**src/rtl/uart_frame_core.sv**
```systemverilog
// uart_frame_core: parametrised full-duplex UART with an RX FIFO (valid/ready),
// per-word parity/framing flags, sticky overrun and a valid/ready transmitter.
module uart_frame_core #(
  parameter int CLKS_PER_BIT  = 234,
  parameter int DATA_BITS     = 8,
  parameter int PARITY        = 0,
  parameter int STOP_BITS     = 1,
  parameter int RX_FIFO_DEPTH = 4
) (
  input  logic                 clk,
  input  logic                 reset_n,
  input  logic                 uart_rx,
  output logic                 uart_tx,
  input  logic [DATA_BITS-1:0] tx_data,
  input  logic                 tx_valid,
  output logic                 tx_ready,
  output logic [DATA_BITS-1:0] rx_data,
  output logic                 rx_parity_err,
  output logic                 rx_frame_err,
  output logic                 rx_valid,
  input  logic                 rx_ready,
  output logic                 rx_overrun,
  input  logic                 rx_err_clr
);
  localparam int CW = $clog2(CLKS_PER_BIT);
  localparam int AW = $clog2(RX_FIFO_DEPTH);
  localparam logic [CW-1:0] LAST = CW'(CLKS_PER_BIT - 1);
  localparam logic [CW-1:0] HALF = CW'(CLKS_PER_BIT / 2);
  localparam logic [2:0] DLAST = 3'(DATA_BITS - 1);
  localparam logic [2:0] SLAST = 3'(STOP_BITS - 1);
  localparam bit HAS_PAR = PARITY != 0;
  localparam logic ODD = PARITY == 1;

  typedef enum logic [2:0] {IDLE, START, DATA, PAR, STOP} state_t;

  logic rx_m, rx_s;
  state_t rs, rs_n, ts, ts_n;
  logic [CW-1:0] rcnt, tcnt;
  logic [2:0] ridx, tidx;
  logic [DATA_BITS-1:0] rsh, tsh;
  logic rpe, tpar, rtick, rmid, ttick, push, pop, wr, empty, full;
  logic [AW:0] wp, rp;
  logic [DATA_BITS+1:0] mem [RX_FIFO_DEPTH];
  logic [DATA_BITS+1:0] head;

  always_ff @(posedge clk or negedge reset_n)
    if (!reset_n) {rx_m, rx_s} <= 2'b11;
    else {rx_m, rx_s} <= {uart_rx, rx_m};

  assign rtick = rcnt == LAST;
  assign rmid = rcnt == HALF;
  assign push = rs == STOP && rtick;

  always_comb begin
    rs_n = rs;
    case (rs)
      IDLE:    if (!rx_s) rs_n = START;
      START:   if (rmid) rs_n = rx_s ? IDLE : DATA;
      DATA:    if (rtick && ridx == DLAST) rs_n = HAS_PAR ? PAR : STOP;
      PAR:     if (rtick) rs_n = STOP;
      STOP:    if (rtick) rs_n = IDLE;
      default: rs_n = IDLE;
    endcase
  end

  always_ff @(posedge clk or negedge reset_n)
    if (!reset_n) begin
      rs <= IDLE;
      rcnt <= '0;
      ridx <= '0;
      rsh <= '0;
      rpe <= 1'b0;
    end else begin
      rs <= rs_n;
      rcnt <= (rs == IDLE || rs != rs_n || rtick) ? '0 : rcnt + CW'(1);
      ridx <= (rs != rs_n) ? '0 : ridx + 3'(rtick);
      if (rs == DATA && rtick) rsh <= {rx_s, rsh[DATA_BITS-1:1]};
      if (rs == START) rpe <= 1'b0;
      else if (rs == PAR && rtick) rpe <= rx_s ^ (^rsh) ^ ODD;
    end

  // Pointers carry one extra wrap bit so full and empty are distinguishable
  assign empty = wp == rp;
  assign full = wp[AW] != rp[AW] && wp[AW-1:0] == rp[AW-1:0];
  assign pop = !empty && rx_ready;
  assign wr = push && (!full || pop);

  always_ff @(posedge clk or negedge reset_n)
    if (!reset_n) begin
      wp <= '0;
      rp <= '0;
      rx_overrun <= 1'b0;
    end else begin
      if (wr) wp <= wp + (AW+1)'(1);
      if (pop) rp <= rp + (AW+1)'(1);
      rx_overrun <= (push && full && !pop) || (rx_overrun && !rx_err_clr);
    end

  always_ff @(posedge clk)
    if (wr) mem[wp[AW-1:0]] <= {!rx_s, rpe, rsh};

  assign head = mem[rp[AW-1:0]];
  assign rx_valid = !empty;
  assign rx_data = empty ? '0 : head[DATA_BITS-1:0];
  assign rx_parity_err = !empty && head[DATA_BITS];
  assign rx_frame_err = !empty && head[DATA_BITS+1];

  assign ttick = tcnt == LAST;
  assign tx_ready = ts == IDLE;

  always_comb begin
    ts_n = ts;
    case (ts)
      IDLE:    if (tx_valid) ts_n = START;
      START:   if (ttick) ts_n = DATA;
      DATA:    if (ttick && tidx == DLAST) ts_n = HAS_PAR ? PAR : STOP;
      PAR:     if (ttick) ts_n = STOP;
      STOP:    if (ttick && tidx == SLAST) ts_n = IDLE;
      default: ts_n = IDLE;
    endcase
  end

  // The line level for the next bit is registered on the boundary that enters it
  always_ff @(posedge clk or negedge reset_n)
    if (!reset_n) begin
      ts <= IDLE;
      tcnt <= '0;
      tidx <= '0;
      tsh <= '0;
      tpar <= 1'b0;
      uart_tx <= 1'b1;
    end else begin
      ts <= ts_n;
      tcnt <= (ts == IDLE || ttick) ? '0 : tcnt + CW'(1);
      tidx <= (ts != ts_n) ? '0 : tidx + 3'(ttick);
      if (ts == IDLE) begin
        uart_tx <= !tx_valid;
        if (tx_valid) begin
          tsh <= tx_data;
          tpar <= (^tx_data) ^ ODD;
        end
      end else if (ttick) begin
        uart_tx <= ts_n == DATA ? (ts == START ? tsh[0] : tsh[1]) : ts_n == PAR ? tpar : 1'b1;
        if (ts == DATA) tsh <= tsh >> 1;
      end
    end
endmodule

```
**config.mk**
```make
export PLATFORM = sky130hd
export DESIGN_NAME = uart_frame_core
export DESIGN_NICKNAME = d
export VERILOG_FILES = /design/src/rtl/uart_frame_core.sv
export SDC_FILE = /design/constraint.sdc
export NUM_CORES = 1
export LEC_CHECK = 0
export BUFFER_PORTS_ARGS = -buffer_cell sky130_fd_sc_hd__buf_2
export CORE_UTILIZATION = 45
export CTS_CLUSTER_SIZE = 40
export DETAILED_ROUTE_END_ITERATION = 8
export GPL_ROUTABILITY_DRIVEN = 0
export SYNTH_ARGS = -nofsm -noshare
export SYNTH_HDL_FRONTEND = slang
export SYNTH_SLANG_ARGS = --single-unit
```
**constraint.sdc**
```tcl
create_clock -name clk -period 3.3 [get_ports clk]
set_input_delay 0.33 -clock clk [delete_from_list [all_inputs] [get_ports clk]]
set_output_delay 0.33 -clock clk [all_outputs]
set_load 0.02 [all_outputs]
```
==> Yosys cells after proc, flatten, opt, wreduce, memory -nomap -nowiden <==
Memory sizes are Yosys's and may differ from the RTL's.
Cells that the tools add are included.
{ "word_totals": {"regBits": 56, "mem_bits_rw": 40, "out_inout_bits": 14, "memories": 1} }
{ "memory_table": {"columns": ["name", "depth", "word_bits", "read_ports", "rd_clocked_by_memory_dff", "write_ports", "line_no", "text"], "rows": [
  ["mem", 4, 10, 1, 0, 1, "43", "logic [DATA_BITS+1:0] mem [RX_FIFO_DEPTH];"]
]} }
{ "classes": {"addsub": 6, "eq_ne": 21, "mux": 31, "bitwise_logic": 1, "reduce_logical": 35} }
{ "ops": {"columns": ["op", "count"], "rows": [
  ["2-to-1 mux 8 bit", 7],
  ["2-to-1 mux 3 bit", 12],
  ["case mux 3 bit (5 select lines)", 2],
  ["== test 3 x 2 -> 1 bit (second input constant)", 6],
  ["adder 8 x 1 -> 8 bit (second input constant)", 2],
  ["== test 8 bit (second input constant)", 2],
  ["parity 8 bit", 2],
  ["logical AND 1 bit", 14],
  ["== test 3 bit (second input constant)", 4],
  ["zero test 3 bit", 3],
  ["2-to-1 mux 1 bit", 9],
  ["== test 8 x 7 -> 1 bit (second input constant)", 1],
  ["adder 3 x 1 -> 3 bit", 2],
  ["adder 3 x 1 -> 3 bit (second input constant)", 2],
  ["== test 3 x 1 -> 1 bit (second input constant)", 2],
  ["zero test 1 bit", 6],
  ["!= test 3 bit", 2],
  ["nonzero test 2 bit", 3],
  ["logical OR 1 bit", 5],
  ["== test 3 bit", 1],
  ["AND reduction 3 bit", 1],
  ["== test 2 bit", 1],
  ["2-to-1 mux 2 bit", 1],
  ["!= test 2 bit (second input constant)", 1],
  ["3 further kinds", 3]
]} }

==> Depth between registers and ports, before layout <==
Gate-level depths: netlist of the first run.
{ "logic_depth": {"word_depth": 9, "ltp_mapped": 10, "ltp_nobuf": 9} }

==> Worst setup path before layout of the first run <==
Ideal clock, no wire load.
{ "synth_timing": {"path_type": "reg2reg", "startpoint": "register rs[1]", "endpoint": "memory mem[3][0] (netlist bit) (enable)", "setup_ns": 0.351, "arrival_time_ns": 1.638, "required_time_ns": 2.949, "path_slack_ns": 1.312, "path_stages_with_launch": 5, "cell_sequence": "dfrtp_1 buf_6 or3b_2 nor3_1 and3_1"} }
{ "synth_via": {"elab_chain_len": 5} }
{ "synth_rtl": {"columns": ["element", "line_no", "text"], "rows": [
  ["start, declared", "37", "state_t rs, rs_n, ts, ts_n;"],
  ["start signal, assigned", "74", "rs <= rs_n;"],
  ["== test 3 bit", "52", "assign push = rs == STOP && rtick;"],
  ["logical AND 1 bit", "52", null],
  ["logical AND 1 bit", "86", "assign wr = push && (!full || pop);"],
  ["2-to-1 mux 1 bit", "100", "if (wr) mem[wp[AW-1:0]] <= {!rx_s, rpe, rsh};"],
  ["2-to-1 mux 1 bit (not written as such)", "100", null],
  ["end, declared", "43", null]
]} }
No other way between the ends.

==> Worst setup path in the final report of the first run <==
{ "layout_timing": {"startpoint": "register rp[0]", "endpoint": "output rx_frame_err"} }
{ "layout_via": {"elab_chain_len": 3, "elab_cells_between_ends": 4} }
{ "layout_rtl": {"columns": ["element", "line_no", "text"], "rows": [
  ["start, declared", "42", "logic [AW:0] wp, rp;"],
  ["start signal, assigned", "95", "if (pop) rp <= rp + (AW+1)'(1);"],
  ["parallel branches: the longest is 2 deep, another holds memory (4 x 10 bit)", null, null],
  ["logical AND 1 bit *", "106", "assign rx_frame_err = !empty && head[DATA_BITS+1];"],
  ["end, declared", "19", "output logic rx_frame_err,"]
]} }
Every way passes the cells marked *.

==> flow_metrics.tcl, run 1 <==
set metrics [dict create \
    status "completed" \
    min_period_over_period_pct 75.4 \
    diodes 0 \
    finalSetupViolations 0 \
    die_h_microns 100 \
    p_leak_nw 2.09 \
    critPathCaptureType "output pin" \
    crit_type "register to output pin" \
    slew_violations 0 \
    die_x_microns 100 \
    vias_per_cell 5.03 \
    post_drt_wl_per_cell_microns 14.2 \
    synth_flop_cell "dfrtp_1" \
    clockBufferDepth 2 \
    cts_setup_buffers 0 \
    synthesis.area_sq_um 4350 \
    dpl.hpwl_mm 4.85 \
    setup_slack_ns 0.811 \
    port_buffers 27 \
    insertion_delay_ns 0.36 \
    cp.arrival_ns 2.16 \
    post-place-ws_ns 1.01 \
    slowest_delay_ns 0.84 \
    grt_antenna_before_repair 0 \
    fin_tns_setup_ns 0 \
    track_usage_pct 15.9 \
    drive_gt1_share_pct 23.1 \
    grt.busiest_layer "met2" \
    cts_sinks 95 \
    clock_skew_ns 0.0148 \
    worstPathRequired_ns 2.97 \
    yosys_warnings 0 \
    fin_nets 386 \
    cp.buffers_inverters 1 \
    ir_drop_uv 277 \
    fin_util_pct 51.9 \
    crit_chain "xnor2_1, nand3b_1, and2_1, buf_2" \
    start_util_pct 46.8 \
    drt-initial-drc-count 77 \
    relSlewSlack_pct 30.8 \
    clk_pin_slew_worst_paths_ns 0.10 \
    num_vias 2479 \
    num_rows 35 \
    netlist_instances 330 \
    ctsResizeCount 0 \
    worst_pin_slew_ns 1.02 \
    overflow 0 \
    die_area_sq_um 10100 \
    htreeDepth 3 \
    route.detailed.drc 0 \
    cts_buffers 9 \
    powerDensity_nw_per_um2 526 \
    rsz0062_at_grt "no" \
    cp_slowest_cell "dfrtp_1" \
    core_sq_um 9280 \
    mostFrequentLayoutCells "dfrtp_1, edfxtp_1, nor2_1, buf_2, nand2_1" \
    fill_cells 828 \
    synthDistinctLibCells 54 \
    hold_class "primary input to register" \
    grtUsageMet3_pct 3.13 \
    grt_pass1_wl_mm 12.1 \
    ys_seq_elements 95 \
    grt_pass1_vias 2493 \
    max_freq_mhz 402 \
    syn_avg_cell_area_sq_um 13.2 \
    cts_tree "built" \
    synthesis.nets 357 \
    drv_cap 0 \
    crit_path_start_kind "register" \
    worstPathMaxFanout 13 \
    io_pins 28 \
    synthArstFlopShare_pct 57.9 \
    root_buffer "clkbuf_8" \
    yosysSeqAreaShare_pct 59.4 \
    crit_family "flip-flops" \
    gr-usage-met1_pct 21.5 \
    drtPass1Iterations 5 \
    synth_edf_count 40 \
    ant_nets 0 \
    use_met2_pct 25.1 \
    mostFrequentLayoutCell "dfrtp_1" \
    hold_violations 0 \
    grt_max_degree 23 \
    synthToLayoutAreaGrowth_pct 10.8 \
    layout_min_cycle_time_ns 2.49 \
    wl_mm 6.98 \
]
-- flip-flops by register name (all words and copies together) (netlist names) --
register,flops
mem,40
rcnt,8
rsh,8
tcnt,8
tsh,8
ridx,3
rp,3
rs,3
tidx,3
ts,3
wp,3
rpe,1
rx_m,1
rx_overrun,1
rx_s,1
uart_tx,1
-- power by group --
part | total [mW] | internal [mW] | switching (mW)
logic | 0.306 | 0.173 | 0.133
clock network | 0.798 | 0.391 | 0.407
registers | 1.43 | 1.30 | 0.131
-- layer usage --
metal	vias up	part of all wire, %
met1	1204	50
met5	-	0
li1	1234	-
met2	32	46
met4	0	1.6
met3	9	2.3
-- kinds of logic after synthesis --
family | Yosys count | share of synthesized area (%)
fa+ha+maj | 13 | 3.74
simple gates | 104 | 12.5
compound gates | 32 | 5.12
buf+inv | 28 | 3.02
flops | 95 | 59.4
mux | 30 | 10.3
xor+xnor | 28 | 5.96
-- cell type report --
class	count	area (sq um)	area share, %
tap	129	161	3.35
clock buffer	12	188	3.90
sequential	95	2580	53.6
inverter	16	60.1	1.25
multi-input combinational	207	1630	33.9
clock inverter	4	30.0	0.624
timing repair buffer	30	160	3.33
-- synthesized netlist by cell type, types with 9 or more instances --
library cell / instances / share of area [%]
nand2_1: 25 / 2.2
mux2_2: 17 / 4.4
mux4_2: 10 / 5.2
inv_1: 16 / 1.4
nand3_1: 11 / 1.3
xnor2_1: 18 / 3.6
nor2_1: 27 / 2.3
ha_1: 13 / 3.7
and2_1: 12 / 1.7
edfxtp_1: 40 / 28
xor2_1: 9 / 1.8
dfrtp_1: 52 / 30
-- stage by stage --
step / area [sq um] / power, mW / cells / hold WS (ns)
5_1_grt: 4810 / 2.66 / 493 / 0.0461
4_1_cts: 4810 / 2.57 / 493 / 0.0541
2_1_floorplan: 4350 / 1.67 / 330 / 0.0344
6_report: 4810 / 2.53 / 493 / 0.0713
3_3_place_gp: 4590 / 1.76 / 476 / 0.334
3_5_place_dp: 4590 / 1.77 / 476 / 0.334
-- final timing paths --
path	from	end	slack, ns	cells after the start
worst max-delay path	rp[0]	rx_frame_err	0.81	4
worst min-delay path	uart_rx	rx_m	0.07	1
worst max register to register	rs[0]	mem[3][6]	1.04	3
worst min register to register	rx_m	rx_s	0.36	0
max in group asynchronous	reset_n	uart_tx	2.11	3
min in group asynchronous	reset_n	rp[0]	0.46	2
-- what timing repair did --
action                                  4_1_cts  5_1_grt
endpoints found under the setup margin        0        0
hold buffers                                  1        0
endpoints found under the hold margin        18        0
(Power assumes the default switching activity.)
==> run 2, diff against run 1 <==
==> constraint.sdc (replaced) <==
create_clock -name clk -period 2.3 [get_ports clk]
set_input_delay 0.23 -clock clk [delete_from_list [all_inputs] [get_ports clk]]
set_output_delay 0.23 -clock clk [all_outputs]
set_load 0.02 [all_outputs]
==> run 2 against run 1 <==
Against the previous run: utilization increased by 1.1 points; power increased by 41%; final cell count increased by 2.6%; worst setup slack got worse by 0.68 ns; register-to-register slack got worse by 0.81 ns.
==> flow_metrics.tcl, run 2 (same netlist as run 1, synthesis figures left out) <==
set metrics [dict create \
    status "completed" \
    multiInputGateArea_sq_um 1630 \
    hold_violations 0 \
    ctsResizeCount 0 \
    clockBufferDepth 2 \
    fin_nets 399 \
    powerDensity_nw_per_um2 728 \
    ir_drop_uv 331 \
    worstHoldStart "rx_err_clr" \
    mostFrequentLayoutCell "dfrtp_1" \
    cp.arrival_ns 1.93 \
    die_x_microns 100 \
    core_sq_um 9280 \
    reg2reg_slack_ns 0.23 \
    wl_mm 7.26 \
    fill_cells 816 \
    overflow 0 \
    holdWs_ns 0.0516 \
    final-seq-area_sq_um 2580 \
    cts_setup_buffers 0 \
    htreeDepth 3 \
    fin_tns_setup_ns 0 \
    grt_pass1_vias 2560 \
    diodes 0 \
    worstPathRequired_ns 2.07 \
    port_buffers 27 \
    worstPathMaxFanout 10 \
    crit_path_start_kind "register" \
    min_to "rx_overrun" \
    hold_class "primary input to register" \
    post-place-ws_ns 0.217 \
    die_h_microns 100 \
    grt_max_degree 24 \
    min_path_cells 2 \
    min_period_over_period_pct 94.1 \
    rsz0062_at_grt "no" \
    root_buffer "clkbuf_8" \
    timing.rr.start "rcnt[2]" \
    dpl.hpwl_mm 5.02 \
    cts_sinks 95 \
    grt_antenna_before_repair 0 \
    drt-initial-drc-count 57 \
    num_rows 35 \
    drtPass1Iterations 4 \
    drv_cap 0 \
    p_leak_nw 2.14 \
    mostFrequentLayoutCells "dfrtp_1, edfxtp_1, nor2_1, buf_2, nand2_1" \
    start_util_pct 46.8 \
    die_area_sq_um 10100 \
    num_vias 2543 \
    worst_pin_slew_ns 0.543 \
    clock_skew_ns 0.00996 \
    max_freq_mhz 462 \
    route.detailed.drc 0 \
    slew_violations 0 \
    insertion_delay_ns 0.35 \
    io_pins 28 \
    setup_slack_ns 0.135 \
    ant_nets 0 \
    reg2reg_depth 4 \
    ctsHoldBuffers 2 \
    post_drt_wl_per_cell_microns 14.3 \
    vias_per_cell 5.03 \
    cts_tree "built" \
    finalSetupViolations 0 \
    grt_pass1_wl_mm 12.3 \
    layout_min_cycle_time_ns 2.16 \
    synthToLayoutAreaGrowth_pct 13.0 \
    clk_pin_slew_worst_paths_ns 0.10 \
    cts_buffers 9 \
    r2r_end "mem[0][0]" \
    relSlewSlack_pct 63.8 \
    critPathCaptureType "output pin" \
    track_usage_pct 15.9 \
    largest_reg_flops 40 \
    crit_type "register to output pin" \
    drive_gt1_share_pct 25.5 \
]
[run 2: cell count changes in the layout (fill, tap and decap cells not counted)]
cell           change
buf_12             +2
buf_4             +10
clkbuf_16          -1
clkbuf_8           -1
clkinv_2           +1
clkinvlp_4         +2
dlygate4sd3_1      +1
inv_6              -1
[run 2: area by class of cell]
cell class              instances  area share (%)
repair buffers                 43            5.81
clock inverters                 6           0.841
flip-flops and latches         95            52.5
inverters                      16            1.22
clock buffers                  10            3.03
multi-input cells             207            33.3
well taps                     129            3.29
[run 2: per-stage QoR]
step | cell area [sq um] | total power [mW] | utilization [%] | std cells
final | 4910 | 3.57 | 52.9 | 506
after global routing | 4910 | 3.76 | 52.9 | 506
after CTS | 4910 | 3.63 | 52.9 | 506
after detailed placement | 4700 | 2.57 | 50.6 | 488
after global placement | 4700 | 2.55 | 50.6 | 488
after floorplan | 4350 | 2.40 | - | 330
[run 2: layer usage]
metal / global-route usage (%) / part of all wire, % / vias to the layer above
li1: - / - / 1262
met3: 3.48 / 2.5 / 7
met2: 24.6 / 47 / 29
met1: 22.3 / 50 / 1245
met5: 0 / 0 / -
met4: 5.35 / 1.1 / 0
[run 2: how the worst max path moves through the flow]
stage / startpoint / slack [ns] / to / cells after the start
final: rp[0] / 0.14 / rx_data[1] / 4
after global routing: rp[0] / 0.02 / rx_data[1] / 4
after CTS: rp[0] / 0.10 / rx_data[1] / 4
after detailed placement: rcnt[2] / 0.22 / mem[0][3] / 4
after global placement: rcnt[2] / 0.27 / mem[0][7] / 4
after floorplan: rs[1] / 0.31 / mem[3][0] / 4
[run 2: worst max-delay path: stages, from the launching register on]
cell	delay [ns]
dfrtp_1	0.45
buf_4	0.27
mux4_2	0.54
and2_1	0.17
buf_2	0.15
[run 2: where the power goes]
| group | switching (mW) | internal [mW] | total (mW) | leakage (nW) |
|---|---|---|---|---|
| Clock | 0.590 | 0.459 | 1.05 | 0.0898 |
| Sequential | 0.106 | 1.86 | 1.97 | 1.14 |
| Combinational | 0.286 | 0.271 | 0.557 | 0.906 |
| Total | 0.982 | 2.59 | 3.57 | 2.14 |
==> run 3, diff against run 2 <==
--- a/config.mk
+++ b/config.mk
@@ -5,10 +5,10 @@
 export SDC_FILE = /design/constraint.sdc
 export NUM_CORES = 1
 export LEC_CHECK = 0
-export BUFFER_PORTS_ARGS = -buffer_cell sky130_fd_sc_hd__buf_2
 export CORE_UTILIZATION = 45
 export CTS_CLUSTER_SIZE = 40
 export DETAILED_ROUTE_END_ITERATION = 8
+export DONT_BUFFER_PORTS = 1
 export GPL_ROUTABILITY_DRIVEN = 0
 export SYNTH_ARGS = -nofsm -noshare
 export SYNTH_HDL_FRONTEND = slang
==> run 3 against run 2 <==
Against the previous run: sequential share of layout area up 0.80 points; die area unchanged; global-route usage is 0.27 points higher; critical path type is now register to register; clock skew rose by 0.0036 ns; final cell count down 4.9%; combinational power decreased by 3%; via count decreased by 2.7%; flip-flop and latch count stayed put; utilization down 0.80 points; critical path depth is 1 lower; register-to-register slack gained 0.04 ns; clock power is 17% higher.
==> flow_metrics.tcl, run 3 (same netlist as run 1, synthesis figures left out) <==
set metrics [dict create \
    finalSetupViolations 0 \
    core_sq_um 9280 \
    mostFrequentLayoutCells "dfrtp_1, edfxtp_1, nor2_1" \
    vias_per_cell 5.15 \
    cts_buffers 9 \
    die_h_microns 100 \
    diodes 0 \
    fin_tns_setup_ns 0 \
    cts_tree "built" \
    clock_skew_ns 0.0136 \
    post_drt_wl_per_cell_microns 15.0 \
    slowest_delay_ns 0.50 \
    reg2reg_slack_ns 0.27 \
    ant_nets 0 \
    status "completed" \
    drive_gt1_share_pct 19.6 \
    powerDensity_nw_per_um2 774 \
    dpl_cell_area_sq_um 4530 \
    hold_class "primary input to register" \
    crit_path_start_kind "register" \
    drt-initial-drc-count 80 \
    route.detailed.drc 0 \
    num_vias 2475 \
    start_util_pct 46.8 \
    grt_antenna_before_repair 0 \
    crit_type "register to register" \
    met2WireLength_mm 3.51 \
    cts_sinks 95 \
    power_mw 3.74 \
    final_area_sq_um 4840 \
    worstPathMaxFanout 10 \
    htreeDepth 3 \
    routed.top_layer "met4" \
    critPathCaptureType "register" \
    dpl.hpwl_mm 4.94 \
    grt_max_degree 56 \
    p_leak_nw 2.05 \
    synthToLayoutAreaGrowth_pct 11.3 \
    crit_chain "or4bb_1, nor3_1, and3_2" \
    rsz0062_at_grt "no" \
    num_rows 35 \
    layout_min_cycle_time_ns 2.03 \
    max_freq_mhz 492 \
    drv_cap 0 \
    clk_pin_slew_worst_paths_ns 0.10 \
    cp.arrival_ns 2.07 \
    worstPathRequired_ns 2.33 \
    relSlewSlack_pct 32.6 \
    largest_reg_flops 40 \
    mostFrequentLayoutCell "dfrtp_1" \
    wl_mm 7.22 \
    slew_violations 0 \
    met1Wirelength_mm 3.49 \
    root_buffer "clkbuf_8" \
    ir_drop_uv 366 \
    worst_pin_slew_ns 0.995 \
    clockBufferDepth 2 \
    drtPass1Iterations 4 \
    cts_setup_buffers 0 \
    grt_pass1_wl_mm 12.6 \
    die_x_microns 100 \
    die_area_sq_um 10100 \
    hold_violations 0 \
    cp_slowest_cell "or4bb_1" \
    grt_pass1_vias 2618 \
    fin_nets 374 \
    overflow 0 \
    insertion_delay_ns 0.35 \
    io_pins 28 \
    wl_met3_microns 131 \
    port_buffers 0 \
    min_period_over_period_pct 88.4 \
    track_usage_pct 16.1 \
]
[run 3: cell types whose count changed in the layout (fill, tap and decap cells not counted), moves of 2 or more]
cell	change
clkinvlp_4	-2
buf_12	-2
buf_2	-27
clkinv_2	-2
dlygate4sd3_1	+2
[run 3: worst paths after layout]
kind                            start   endpoint  cells past startpoint
min in group asynchronous     reset_n      rp[1]                      2
min reg2reg                      rx_m       rx_s                      0
min                        tx_data[7]     tsh[7]                      2
max reg2reg                   rcnt[4]  mem[2][2]                      3
max                           rcnt[4]  mem[2][2]                      3
max in group asynchronous     reset_n       rx_m                      2
[run 3: metrics by stage]
| stage | instances | hold slack, ns | setup WS, ns | util [%] |
|---|---|---|---|---|
| 2_1_floorplan | 330 | -0.0656 | 0.312 | - |
| 6_report | 481 | 0.0193 | 0.268 | 52.1 |
| 3_5_place_dp | 460 | -0.0649 | 0.105 | 48.8 |
| 4_1_cts | 481 | 0.00480 | 0.0941 | 52.1 |
| 3_3_place_gp | 460 | -0.0646 | 0.223 | 48.8 |
| 5_1_grt | 481 | 0.0206 | 0.102 | 52.1 |
[run 3: timing repair]
item,CTS,global route
endpoints found under the hold margin,58,0
endpoints found under the setup margin,0,10
hold buffers,5,0
resized for setup,0,1
[run 3: where the power goes]
part           switching, mW  internal [mW]
Combinational          0.279          0.264
Clock                  0.587          0.647
Sequential             0.105           1.86
[run 3: area by class of cell]
cell class	count	area [sq um]
fill	820	4450
sequential	95	2580
multi-input combinational	207	1640
clock buffer	12	178
timing repair buffer	18	165
tap	129	161
inverter	16	60.1
clock inverter	4	57.6
[run 3: routing by layer]
layer  vias up  track usage, %
met3         8            2.30
met1      1232            22.2
met4         0            6.35
met2        21            26.1
met5         -               0
li1       1214               -
[run 3: critical path, delay by kind of cell, from the launching register on]
kind          cells  cell delay, ns
simple gates      3            1.30
flops             1            0.43
